<file path="src/rtl/mem_pkg.sv">
// Shared constants and queue-entry layout for the MEM stage and its helpers.
package mem_pkg;

    localparam logic [1:0] LD_B = 2'b00;
    localparam logic [1:0] LD_H = 2'b01;
    localparam logic [1:0] LD_W = 2'b10;

    // Entries reserve the widest sideband; narrower configurations use the low bits.
    localparam int SIDE_W_MAX = 64;

    typedef struct packed {
        logic [31:0]           pc;
        logic [31:0]           alu_result;
        logic [4:0]            dest;
        logic                  gr_we;
        logic                  is_load;
        logic                  is_mem;
        logic [1:0]            size;
        logic                  uns;
        logic                  ex;
        logic                  resp;
        logic [31:0]           data;
        logic [SIDE_W_MAX-1:0] side;
    } mem_entry_t;

endpackage

</file>
<file path="src/rtl/mem_load_align.sv">
// Picks the addressed byte/half/word out of a 32-bit load beat and extends it.
module mem_load_align
    import mem_pkg::*;
(
    input  logic [31:0] rdata,
    input  logic [1:0]  offset,
    input  logic [1:0]  size,
    input  logic        uns,
    output logic [31:0] result
);

    logic [7:0]  byte_val;
    logic [15:0] half_val;

    // Halfwords are selected by bit 1 only; bit 0 is ignored for them.
    always_comb begin
        byte_val = rdata[{offset, 3'b000} +: 8];
        half_val = offset[1] ? rdata[31:16] : rdata[15:0];
        case (size)
            LD_B:    result = {{24{~uns & byte_val[7]}}, byte_val};
            LD_H:    result = {{16{~uns & half_val[15]}}, half_val};
            LD_W:    result = rdata;
            default: result = rdata;
        endcase
    end

endmodule

</file>
<file path="src/rtl/mem_stage_mq.sv">
// MEM stage with an in-order queue of outstanding data-SRAM requests; responses
// complete the oldest waiting entry and entries retire in order to WB.
module mem_stage_mq
    import mem_pkg::*;
#(
    parameter int DEPTH  = 2,
    parameter int SIDE_W = 64
) (
    input  logic              clk,
    input  logic              reset,

    input  logic              exe_to_mem_valid,
    output logic              mem_allowin,
    input  logic [31:0]       exe_pc,
    input  logic [31:0]       exe_alu_result,
    input  logic [4:0]        exe_dest,
    input  logic              exe_gr_we,
    input  logic              exe_load_op,
    input  logic              exe_mem_we,
    input  logic [1:0]        exe_ld_size,
    input  logic              exe_ld_unsigned,
    input  logic              exe_ex,
    input  logic [SIDE_W-1:0] exe_side,

    input  logic              data_sram_data_ok,
    input  logic [31:0]       data_sram_rdata,

    input  logic              flush,

    input  logic              wb_allowin,
    output logic              mem_to_wb_valid,
    output logic [31:0]       wb_pc,
    output logic [31:0]       wb_result,
    output logic [4:0]        wb_dest,
    output logic              wb_gr_we,
    output logic              wb_ex,
    output logic [SIDE_W-1:0] wb_side,

    output logic              mem_has_ex,

    input  logic [4:0]        fwd_raddr1,
    input  logic [4:0]        fwd_raddr2,
    output logic              fwd_hit1,
    output logic              fwd_hit2,
    output logic              fwd_rdy1,
    output logic              fwd_rdy2,
    output logic [31:0]       fwd_data1,
    output logic [31:0]       fwd_data2
);

    localparam int PTR_W  = (DEPTH > 1) ? $clog2(DEPTH) : 1;
    localparam int CNT_W  = PTR_W + 1;
    localparam int DISC_W = PTR_W + 4;

    mem_entry_t        q [DEPTH];
    logic [PTR_W-1:0]  head;
    logic [PTR_W-1:0]  tail;
    logic [CNT_W-1:0]  count;
    logic [DISC_W-1:0] discard_cnt;

    logic [PTR_W-1:0]  resp_ptr;
    logic [PTR_W-1:0]  scan_idx;
    logic [PTR_W-1:0]  fwd_idx;
    logic [CNT_W-1:0]  waiting_cnt;
    logic              resp_found;
    logic              resp_fire;
    logic              head_arrive;
    logic              head_ready;
    logic              full;
    logic              offer_is_mem;
    logic              push;
    logic              pop;
    logic [31:0]       aligned;
    logic [31:0]       head_data;
    mem_entry_t        head_e;
    mem_entry_t        resp_e;
    mem_entry_t        new_entry;

    assign full         = (count == CNT_W'(DEPTH));
    assign mem_allowin  = ~full;
    assign offer_is_mem = (exe_load_op | exe_mem_we) & ~exe_ex;
    assign push         = exe_to_mem_valid & mem_allowin & ~flush;

    // Walk valid entries oldest-first: find the response target and count waiters.
    always_comb begin
        resp_found  = 1'b0;
        resp_ptr    = head;
        scan_idx    = head;
        waiting_cnt = '0;
        mem_has_ex  = 1'b0;
        for (int i = 0; i < DEPTH; i++) begin
            scan_idx = head + PTR_W'(i);
            if (CNT_W'(i) < count) begin
                if (q[scan_idx].is_mem && !q[scan_idx].resp) begin
                    waiting_cnt = waiting_cnt + CNT_W'(1);
                    if (!resp_found) begin
                        resp_found = 1'b1;
                        resp_ptr   = scan_idx;
                    end
                end
                if (q[scan_idx].ex) begin
                    mem_has_ex = 1'b1;
                end
            end
        end
    end

    assign resp_e    = q[resp_ptr];
    assign head_e    = q[head];
    assign resp_fire = data_sram_data_ok & (discard_cnt == '0) & resp_found;

    mem_load_align u_align (
        .rdata  (data_sram_rdata),
        .offset (resp_e.alu_result[1:0]),
        .size   (resp_e.size),
        .uns    (resp_e.uns),
        .result (aligned)
    );

    // A beat landing on the head retires it in the same cycle.
    assign head_arrive     = resp_fire & (resp_ptr == head);
    assign head_data       = head_arrive ? aligned : head_e.data;
    assign head_ready      = (count != '0) & (~head_e.is_mem | head_e.resp | head_arrive);
    assign mem_to_wb_valid = head_ready & ~flush;
    assign pop             = mem_to_wb_valid & wb_allowin;

    assign wb_pc     = head_e.pc;
    assign wb_result = head_e.is_load ? head_data : head_e.alu_result;
    assign wb_dest   = head_e.dest;
    assign wb_gr_we  = head_e.gr_we;
    assign wb_ex     = head_e.ex;
    assign wb_side   = head_e.side[SIDE_W-1:0];

    always_comb begin
        new_entry            = '0;
        new_entry.pc         = exe_pc;
        new_entry.alu_result = exe_alu_result;
        new_entry.dest       = exe_dest;
        new_entry.gr_we      = exe_gr_we;
        new_entry.is_load    = exe_load_op & ~exe_ex;
        new_entry.is_mem     = offer_is_mem;
        new_entry.size       = exe_ld_size;
        new_entry.uns        = exe_ld_unsigned;
        new_entry.ex         = exe_ex;
        new_entry.side       = SIDE_W_MAX'(exe_side);
    end

    // Later (younger) matches override earlier ones.
    always_comb begin
        fwd_hit1  = 1'b0;
        fwd_rdy1  = 1'b0;
        fwd_data1 = '0;
        fwd_hit2  = 1'b0;
        fwd_rdy2  = 1'b0;
        fwd_data2 = '0;
        fwd_idx   = head;
        for (int i = 0; i < DEPTH; i++) begin
            fwd_idx = head + PTR_W'(i);
            if (CNT_W'(i) < count && q[fwd_idx].gr_we && q[fwd_idx].dest != 5'd0) begin
                if (q[fwd_idx].dest == fwd_raddr1) begin
                    fwd_hit1  = 1'b1;
                    fwd_rdy1  = ~q[fwd_idx].is_load | q[fwd_idx].resp;
                    fwd_data1 = q[fwd_idx].is_load ? q[fwd_idx].data : q[fwd_idx].alu_result;
                end
                if (q[fwd_idx].dest == fwd_raddr2) begin
                    fwd_hit2  = 1'b1;
                    fwd_rdy2  = ~q[fwd_idx].is_load | q[fwd_idx].resp;
                    fwd_data2 = q[fwd_idx].is_load ? q[fwd_idx].data : q[fwd_idx].alu_result;
                end
            end
        end
    end

    // On flush, requests still in flight become beats to swallow later.
    always_ff @(posedge clk) begin
        if (reset) begin
            head        <= '0;
            tail        <= '0;
            count       <= '0;
            discard_cnt <= '0;
        end else if (flush) begin
            head        <= '0;
            tail        <= '0;
            count       <= '0;
            discard_cnt <= discard_cnt + DISC_W'(waiting_cnt)
                         + DISC_W'(exe_to_mem_valid & mem_allowin & offer_is_mem)
                         - DISC_W'(data_sram_data_ok);
        end else begin
            if (data_sram_data_ok && discard_cnt != '0) begin
                discard_cnt <= discard_cnt - DISC_W'(1);
            end
            if (resp_fire) begin
                q[resp_ptr].resp <= 1'b1;
                q[resp_ptr].data <= aligned;
            end
            if (push) begin
                q[tail] <= new_entry;
                tail    <= tail + PTR_W'(1);
            end
            if (pop) begin
                head <= head + PTR_W'(1);
            end
            count <= count + CNT_W'(push) - CNT_W'(pop);
        end
    end

    always @(posedge clk) begin
        if (!reset && data_sram_data_ok && discard_cnt == '0) begin
            assert (resp_found);
        end
    end

endmodule

</file>
<file path="config.mk">
export PLATFORM = sky130hd
export DESIGN_NAME = mem_stage_mq
export DESIGN_NICKNAME = d
export VERILOG_FILES = /design/src/rtl/mem_pkg.sv /design/src/rtl/mem_load_align.sv /design/src/rtl/mem_stage_mq.sv
export SDC_FILE = /design/constraint.sdc
export NUM_CORES = 1
export LEC_CHECK = 0
export ABC_CLOCK_PERIOD_IN_PS = 7200
export CAP_MARGIN = 30
export CORE_MARGIN = 5
export CORE_UTILIZATION = 35
export CTS_CLUSTER_DIAMETER = 30
export DETAILED_ROUTE_END_ITERATION = 10
export PLACE_DENSITY = 0.62
export SLEW_MARGIN = 20
export SYNTH_ARGS = -nofsm -noshare
export SYNTH_HDL_FRONTEND = slang
export SYNTH_HIERARCHICAL = 1
export SYNTH_SLANG_ARGS = --single-unit
</file>
<file path="constraint.sdc">
create_clock -name clk -period 7.2 [get_ports clk]
set_clock_uncertainty 0.1 [all_clocks]
set_input_delay 1.44 -clock clk [delete_from_list [all_inputs] [get_ports clk]]
set_output_delay 1.44 -clock clk [all_outputs]
set_load 0.005 [all_outputs]
</file>
Yosys cells after proc, flatten, opt, wreduce, memory -nomap -nowiden

Memories as Yosys holds them, arrays and structs flattened. A register that Yosys moved wholly into a read port is not among the register bits.
Index checks and enable logic that the tools add are counted.

Multiplexer cells: 57
$mul: 0
$add $sub $neg: 9
Shift-type cells: 1
Eq/ne operators: 7
Div/mod/pow operators: 0
Bitwise logic cells: 26
Reduce and logical (&&, ||, !) cells: 17
Magnitude comparators: 2

Operators by type and width:

| kind                                                                 | count |
|---|---|
| 32-bit 2-to-1 mux                                                    | 12 |
| 32-bit case mux with 2 select lines                                  | 1 |
| 1-bit 2-to-1 mux                                                     | 39 |
| 32-bit by 6-bit indexed part select with 8-bit output                | 1 |
| 5-bit == test                                                        | 4 |
| 16-bit 2-to-1 mux                                                    | 1 |
| 5-bit nonzero test                                                   | 3 |
| 1-bit AND                                                            | 14 |
| 5-bit 2-to-1 mux                                                     | 2 |
| 1-bit logical AND                                                    | 7 |
| 1-bit NOT                                                            | 7 |
| 5-bit by 1-bit adder with 5-bit output                               | 1 |
| 5-bit by 2-bit adder with 5-bit output                               | 1 |
| 5-bit zero test                                                      | 1 |
| 1-bit bitwise OR                                                     | 5 |
| 5-bit by 1-bit subtractor with 5-bit output                          | 1 |
| 5-bit by 1-bit subtractor with 5-bit output (second input constant)  | 1 |
| 1-bit by 2-bit < comparator with 1-bit output (first input constant) | 2 |
| 2-bit 2-to-1 mux                                                     | 2 |
| 2-bit nonzero test                                                   | 2 |
| 1-bit adder (second input constant)                                  | 2 |
| 2-bit by 1-bit adder with 2-bit output                               | 1 |
| 2-bit by 1-bit adder with 2-bit output (second input constant)       | 1 |
| 2-bit by 1-bit == test with 1-bit output (second input constant)     | 1 |
| other kinds (6)                                                      | 7 |

Bits in writable memories: 346
Latch bits: 0
Output and inout port bits: 206
Logic and storage cells: 124
Bits in read-only memories: 0
Register bits: 9
Memories: 1
Bits of input ports: 188

Memories:

| memory | words | width | rd ports | clocked after memory_dff | wr ports | RTL line           | source |
|---|---|---|---|---|---|---|---|
| q      | 2     | 173   | 3        | 1                        | 2        | mem_stage_mq.sv:55 | `mem_entry_t q [DEPTH];` |

Depth between registers and ports, before layout

Gate-level depths: netlist (run 1).

Depth in word-level cells: 15
Mapped depth: 17
Mapped depth without buffers: 16

Cells and area by module

Netlist (run 1), hierarchy kept.

By module, submodules not included:

| module         | cells an instance | area each (um^2) | instances |
|---|---|---|---|
| mem_stage_mq   | 1424              | 17435.5          | 1 |
| mem_load_align | 122               | 694.4            | 1 |

Worst setup path after synthesis (run 1)

Ideal clock, no wire load.

Path type: in2reg
From: input reset
To: memory q[1][88] in the netlist's numbering
Buffers on the path: 2
Setup time: 0.122 ns
Data arrival time: 5.994 ns
Stages: 8
Path slack: 0.984 ns
Path through: buf_2 > nor2_1 > nand4_1 > inv_1 > nor2_1 > clkbuf_1 > a32oi_1 > nand3_1

RTL lines:

| what            | RTL line           | source |
|---|---|---|
| start, declared | mem_stage_mq.sv:10 | `input logic reset,` |
| end, declared   | mem_stage_mq.sv:55 |  |

==> results of run 1 <==
## path summary, 6_finish.rpt
kind	startpoint	end
setup / recovery	register	wb_result[21]
hold / removal	q[0][73]	q[0][73]
setup reg to reg	head	discard_cnt[4]
hold reg to reg	q[0][73]	q[0][73]
## layout by cell type, fill, tap and decap left out, types with 5 or more instances in the layout
cell	count
a221o_1	8
edfxtp_1	280
a22oi_1	5
dfxtp_1	74
inv_6	5
nand4b_1	33
mux2_2	135
nand3_1	104
buf_16	5
a21oi_1	13
nand2b_1	16
nor2_1	47
nand4_1	39
o22a_1	7
a32oi_1	33
clkinvlp_4	5
mux2i_1	140
clkbuf_16	83
clkinv_16	5
clkinv_1	12
inv_1	55
clkinv_2	9
buf_4	27
o21ai_0	40
nand2_1	168
nor3_1	7
xnor2_1	25
nor2b_1	12
ha_1	13
a221oi_1	31
bufinv_16	11
clkbuf_1	12
clkdlybuf4s50_1	393
o22ai_1	60
## per-layer routing
layer	vias to the layer above	GRT usage, %	wire (um)
met4	2	7.941	1786
met5	-	0	13
met3	124	7.797	6630
li1	6667	-	-
met2	756	35.84	30510
met1	7176	27.80	26420
## registers in the layout, summed over array words and instances (netlist names), named ones only
register,flops
count,2
discard_cnt,5
head,1
q,346
tail,1
## cells by family (layout without fill, tap and decap cells)
family / Yosys count / after routing / synth area share [%]
flip-flops: 356 / 356 / 54.77
adder cells (fa/ha/maj): 15 / 15 / 1.118
buffers and inverters: 181 / 632 / 4.355
AND/OR/NAND/NOR: 453 / 453 / 12.68
AO/OA/AOI/OAI: 233 / 233 / 9.248
multiplexers: 279 / 279 / 16.43
XOR/XNOR: 29 / 29 / 1.401
## metrics by stage
stage / power (W) / instances
after floorplan: 0.002582 / 1546
after global placement: 0.002841 / 2523
after detailed placement: 0.002853 / 2525
after CTS: 0.006672 / 2673
after global routing: 0.006837 / 2677
final: 0.006608 / 2677
## area by class of cell
| cell class | count | area (um2) | share of cell area (%) |
|---|---|---|---|
| Tap cell | 680 | 850.8 | 3.315 |
| Clock buffer | 99 | 2177 | 8.482 |
| Inverter | 57 | 224.0 | 0.8725 |
| Timing Repair Buffer | 427 | 4309 | 16.79 |
| Sequential cell | 356 | 9935 | 38.70 |
| Multi-Input combinational cell | 1009 | 7478 | 29.13 |
| Clock inverter | 49 | 694.4 | 2.705 |
## worst max-delay path, delay by kind of cell (launching register included)
kind	cells	cell delay, ns
AND/OR/NAND/NOR	4	0.92
AO/OA/AOI/OAI	3	0.90
multiplexers	1	0.58
XOR/XNOR	1	0.45
buffers and inverters	3	0.87
flip-flops	1	0.69
## power by group
part	switching [W]	leakage (nW)	total [W]	internal, W
sequential	0.0000239	3.16	0.00230	0.00227
clock	0.00122	1.38	0.00378	0.00256
combinational	0.000275	4.67	0.000528	0.000254
total	0.00152	9.20	0.00661	0.00509
==> reports/summary.log, run 1 <==
INFO  finish         layout_overhead_on_the_synthesized_area=41.58%
INFO  timing         max_freq=152.3MHz
INFO  floorplan      top_level_ports=394
INFO  placement      post_dp_cell_area=22,700um2
INFO  finish         fillers=4,535
INFO  timing         relSlewSlack=36.69%
INFO  floorplan      core_region_area=51,300um2
INFO  timing         report.final.slew_viol_count=0
INFO  critical_path  worst-endpoint-arrival=5.03ns
INFO  placement      numPortBuffers=393
INFO  critical_path  ff2ff_setup_slack=2.96ns
INFO  yosys          asyncSetResetFlopFracSynth=0%
INFO  critical_path  start_kind=register
INFO  critical_path  cp_common_cell=inv_1
INFO  floorplan      starting_density_of_the_core=35.34%
INFO  critical_path  r2r_worst_path_depth=14
INFO  floorplan      die_height=237.6um
INFO  run_status     outcome=complete, no violations
INFO  clocking       path_clk_slew=0.05ns
INFO  yosys          synth_cells=1,546
INFO  yosys          syn_avg_cell_area=11.73um2
INFO  yosys          yosysWarnings=6
INFO  yosys          synth-seq-area-share=54.77%
INFO  route          vias=14.73k
INFO  placement      hpwl=44,280um
INFO  clocking       tritoncts.num_buffers=82
INFO  global_routing grt_start_max_net_pins=85
INFO  clocking       cts_tree=yes
INFO  route          post_drt_wl_per_cell=24.42um
INFO  yosys          synth_top_area_share=46.38%
INFO  critical_path  critical_path.max_stage_delay=0.69ns
INFO  finish         final_layout_size_suffix_gt1_share=16.12%
INFO  floorplan      design.die.area=56,450um2
INFO  clocking       clockRootBuffer=clkbuf_16
INFO  route          drc_errors=0
INFO  critical_path  crit_path_cell_trace=inv_1 > nand3_1 > a21oi_1 > xnor2_1 > mux2_2 > nand2b_1 > a311oi_1 > nand2_2 > nand2_1 > inv_1 > a221oi_1 > clkdlybuf4s50_1
INFO  clocking       clkLatencyLatePin=0.61ns
INFO  clocking       htreeDepth=3
INFO  route          firstDrtPassIters=6
INFO  finish         postLayoutCoreUtil=50.03%
INFO  clocking       cts.repair.resized=0
INFO  timing         worst_margin_pin_slew=0.9496ns
INFO  timing         timing.final.setup_violations=0
INFO  route          vias_per_cell=5.501
INFO  yosys          yosysUniqueCellTypes=66
INFO  global_routing grt_usage=22.21%
INFO  timing         fin_worst_hold_slack=0.3760ns
INFO  route          drt-initial-drc-count=1,391
INFO  flow_run       cap_violations=0
INFO  yosys          synth_area_leaders=edfxtp_1, dfxtp_1, mux2_2, mux2i_1, nand2_1
INFO  route          route.antenna.remaining_nets=0
INFO  critical_path  path_class=reg2out
INFO  floorplan      fp.dieW=237.6um
INFO  placement      place_ws=1.260ns
INFO  timing         setup_total_negative_slack=0ns
INFO  yosys          synth.most_common_cell=edfxtp_1
INFO  global_routing grt_first_pass_wirelength=96,080um
INFO  critical_path  crit_required=5.66ns
INFO  global_routing grt_overflow=0
INFO  timing         fin_crit=6.566ns
INFO  min_path       min_path_cells=2
INFO  min_path       hold_crit_path_type=reg2reg
INFO  power_and_ir_drop peak_supply_drop=209.6uV
INFO  finish         diodes=0
INFO  power_and_ir_drop power_per_cell_area=257.4nW/um2
INFO  finish         fin_nets=2,136
INFO  clocking       clock_path_buffers=3
INFO  yosys          synth_enable_flop_cells=280
INFO  clocking       cts_setup_buffers=0
INFO  floorplan      placement_rows=83
INFO  yosys          synth_nets=1,749
INFO  power_and_ir_drop power.static_leakage=9.203nW
INFO  clocking       hold_bufs_at_cts=0
INFO  yosys          synth.top_cells.by_count=edfxtp_1, nand2_1, mux2i_1, mux2_2, nand3_1
INFO  critical_path  crit_slowest_cell=dfxtp_4
INFO  critical_path  critPathMaxFanout=41
INFO  yosys          ys_dominant_reg_cell=edfxtp_1
INFO  timing         setup_slack=0.6345ns
INFO  route          wirelength_routed=65,360um
INFO  timing         final_min_period_over_clock_period=91.19%
INFO  global_routing grt_antenna_before_repair=1
INFO  global_routing grt_pass1_vias=15.36k
INFO  timing         rsz0062_at_grt=false
INFO  timing         final_hold_viol_count=0
INFO  finish         final_design_area_no_fill=25,670um2
INFO  yosys          mappedNetlistArea=18,130um2
INFO  yosys          post-synth-top-area-cell=edfxtp_1
INFO  critical_path  setup.worst_path.end_class=primary output
INFO  placement      gp_congestion=0.8770
INFO  clocking       clock-sinks=356
INFO  yosys          ys_seq_elements=356
(Power assumes the default switching activity.)
==> run 2, diff against run 1 <==
--- a/config.mk
+++ b/config.mk
@@ -7,11 +7,13 @@
 export LEC_CHECK = 0
 export ABC_CLOCK_PERIOD_IN_PS = 7200
 export CAP_MARGIN = 30
+export CELL_PAD_IN_SITES_DETAIL_PLACEMENT = 2
+export CELL_PAD_IN_SITES_GLOBAL_PLACEMENT = 2
 export CORE_MARGIN = 5
-export CORE_UTILIZATION = 35
+export CORE_UTILIZATION = 33
 export CTS_CLUSTER_DIAMETER = 30
 export DETAILED_ROUTE_END_ITERATION = 10
-export PLACE_DENSITY = 0.62
+export PLACE_DENSITY = 0.83
 export SLEW_MARGIN = 20
 export SYNTH_ARGS = -nofsm -noshare
 export SYNTH_HDL_FRONTEND = slang
==> run 2 against run 1 <==
Worst hold slack better by 0.0032 ns; die area grew 5.8%; sequential share of layout area is 0.40 points lower; final area rose by 1.0%; critical path type unchanged; fmax shrank 5.0%.
==> reports/summary.log, run 2 (synthesis gave the netlist of run 1 again) <==
INFO  timing         timing.final.setup_violations=0
INFO  floorplan      fp.dieW=244.4um
INFO  min_path       hold_crit_path_type=reg2reg
INFO  critical_path  setup.worst_path.end_class=primary output
INFO  floorplan      placement_rows=86
INFO  floorplan      design.die.area=59,730um2
INFO  clocking       clock-sinks=356
INFO  floorplan      top_level_ports=394
INFO  finish         max_flop_register=q
INFO  global_routing global_route.usage.met2=47.95%
INFO  route          route.antenna.remaining_nets=0
INFO  global_routing grt_usage=27.87%
INFO  placement      hpwl=54,510um
INFO  clocking       htreeDepth=3
INFO  finish         fin_nets=2,148
INFO  global_routing grt_use_met1=33.06%
INFO  finish         layout.cells.most_common=clkdlybuf4s50_1
INFO  power_and_ir_drop power_per_cell_area=275.4nW/um2
INFO  critical_path  crit_required=5.66ns
INFO  timing         report.final.slew_viol_count=0
INFO  critical_path  worst-endpoint-arrival=5.37ns
INFO  clocking       cts.repair.resized=0
INFO  global_routing grt_busiest_layer=met2
INFO  finish         leading_cell_types_in_the_layout_fill_and_taps_excluded=clkdlybuf4s50_1, edfxtp_1, nand2_1
INFO  clocking       cts_setup_buffers=0
INFO  floorplan      die_height=244.4um
INFO  timing         worst_margin_pin_slew=0.9546ns
INFO  finish         final_design_area_no_fill=25,940um2
INFO  route          drt-initial-drc-count=1,251
INFO  critical_path  start_kind=register
INFO  finish         layout_overhead_on_the_synthesized_area=43.06%
INFO  clocking       tritoncts.num_buffers=90
INFO  finish         top_regs=q x346, discard_cnt x5, count x2
INFO  route          firstDrtPassIters=5
INFO  global_routing grt_pass1_vias=17.80k
INFO  global_routing grt_use_met3=9.126%
INFO  floorplan      starting_density_of_the_core=33.10%
INFO  power_and_ir_drop peak_supply_drop=282.4uV
INFO  timing         final_min_period_over_clock_period=95.99%
INFO  timing         relSlewSlack=36.36%
INFO  global_routing grt_overflow=0
INFO  finish         fillers=5,241
INFO  critical_path  path_class=reg2out
INFO  timing         fin_crit=6.912ns
INFO  clocking       clock_path_buffers=3
INFO  route          drc_errors=0
INFO  clocking       clockRootBuffer=clkbuf_16
INFO  global_routing grt_first_pass_wirelength=125,000um
INFO  run_status     outcome=complete, no violations
INFO  global_routing grt_antenna_before_repair=14
INFO  route          post_drt_wl_per_cell=33.14um
INFO  route          vias=16.08k
INFO  clocking       path_clk_slew=0.04ns
INFO  route          vias_per_cell=5.889
INFO  clocking       cts_tree=yes
INFO  route          wirelength_routed=90,500um
INFO  critical_path  critPathMaxFanout=25
INFO  timing         final_hold_viol_count=0
INFO  timing         rsz0062_at_grt=false
INFO  floorplan      core_region_area=54,770um2
INFO  timing         setup_total_negative_slack=0ns
INFO  clocking       hold_bufs_at_cts=0
INFO  clocking       clkLatencyLatePin=0.62ns
INFO  power_and_ir_drop power.static_leakage=9.333nW
INFO  placement      post_dp_cell_area=22,730um2
INFO  finish         final_layout_size_suffix_gt1_share=17.42%
INFO  global_routing grt_start_max_net_pins=86
INFO  flow_run       cap_violations=0
INFO  placement      gp_congestion=0.8800
INFO  placement      numPortBuffers=393
INFO  timing         fin_worst_hold_slack=0.3792ns
INFO  finish         largest_register_ff_count=346
INFO  timing         max_freq=144.7MHz
## run 2: cell types whose count changed in the layout (fill, tap and decap cells not counted), sizes merged
cell      change
inv           -4
buf           +3
clkinv        +5
diode         +6
clkinvlp      +8
bufinv        +2
clkbuf       +10
## run 2: metrics by stage
stage	total power (W)	worst slack, ns	instances	utilization (%)
global placement	0.002847	1.191	2553	41.50
finish	0.007143	0.2884	2731	47.35
floorplan	0.002582	0.9841	1546	-
global route	0.007350	0.1008	2731	47.35
CTS	0.007140	0.3516	2721	47.22
detailed placement	0.002882	1.080	2553	41.50
## run 2: worst paths after layout
check / depth (start not counted) / end / slack (ns) / from
worst max-delay path: 12 / wb_result[27] / 0.29 / q[0][101]
worst max register to register: 14 / discard_cnt[4] / 2.89 / head
worst min register to register: 2 / q[0][70] / 0.38 / q[0][70]
worst min-delay path: 2 / q[0][70] / 0.38 / q[0][70]
## run 2: layout make-up
| class | count | area (um2) | area share (%) |
|---|---|---|---|
| sequential | 356 | 9935 | 38.30 |
| tap | 704 | 880.8 | 3.396 |
| antenna | 6 | 15.01 | 0.05789 |
| clock inverter | 60 | 705.7 | 2.721 |
| timing repair buffer | 431 | 4274 | 16.48 |
| inverter | 57 | 224.0 | 0.8635 |
| multi-input combinational | 1009 | 7478 | 28.83 |
| clock buffer | 108 | 2424 | 9.344 |
## run 2: power by group
| part | switching (W) | internal [W] |
|---|---|---|
| Combinational | 0.000324 | 0.000256 |
| Sequential | 0.0000307 | 0.00227 |
| Clock | 0.00140 | 0.00286 |
| Total | 0.00176 | 0.00538 |
## run 2: critical path, cell delays in order, from the launching register on
cell and delay [ns]:
edfxtp_1 0.36, nor2b_1 0.44, nand4_1 0.20, a21oi_1 0.19, xnor2_1 0.40, mux2_2 0.61
nand2b_1 0.25, a311oi_1 0.41, nand2_2 0.34, nand2_1 0.29, inv_1 0.08, a221oi_1 0.47
clkdlybuf4s50_1 0.70
## run 2: layer usage
metal | up-vias | routed length (um) | share of wire [%]
met5 | - | 68 | 0.075
met4 | 12 | 2307 | 2.5
met3 | 162 | 7329 | 8.1
met2 | 761 | 45150 | 50
met1 | 8419 | 35650 | 39
li1 | 6728 | - | -
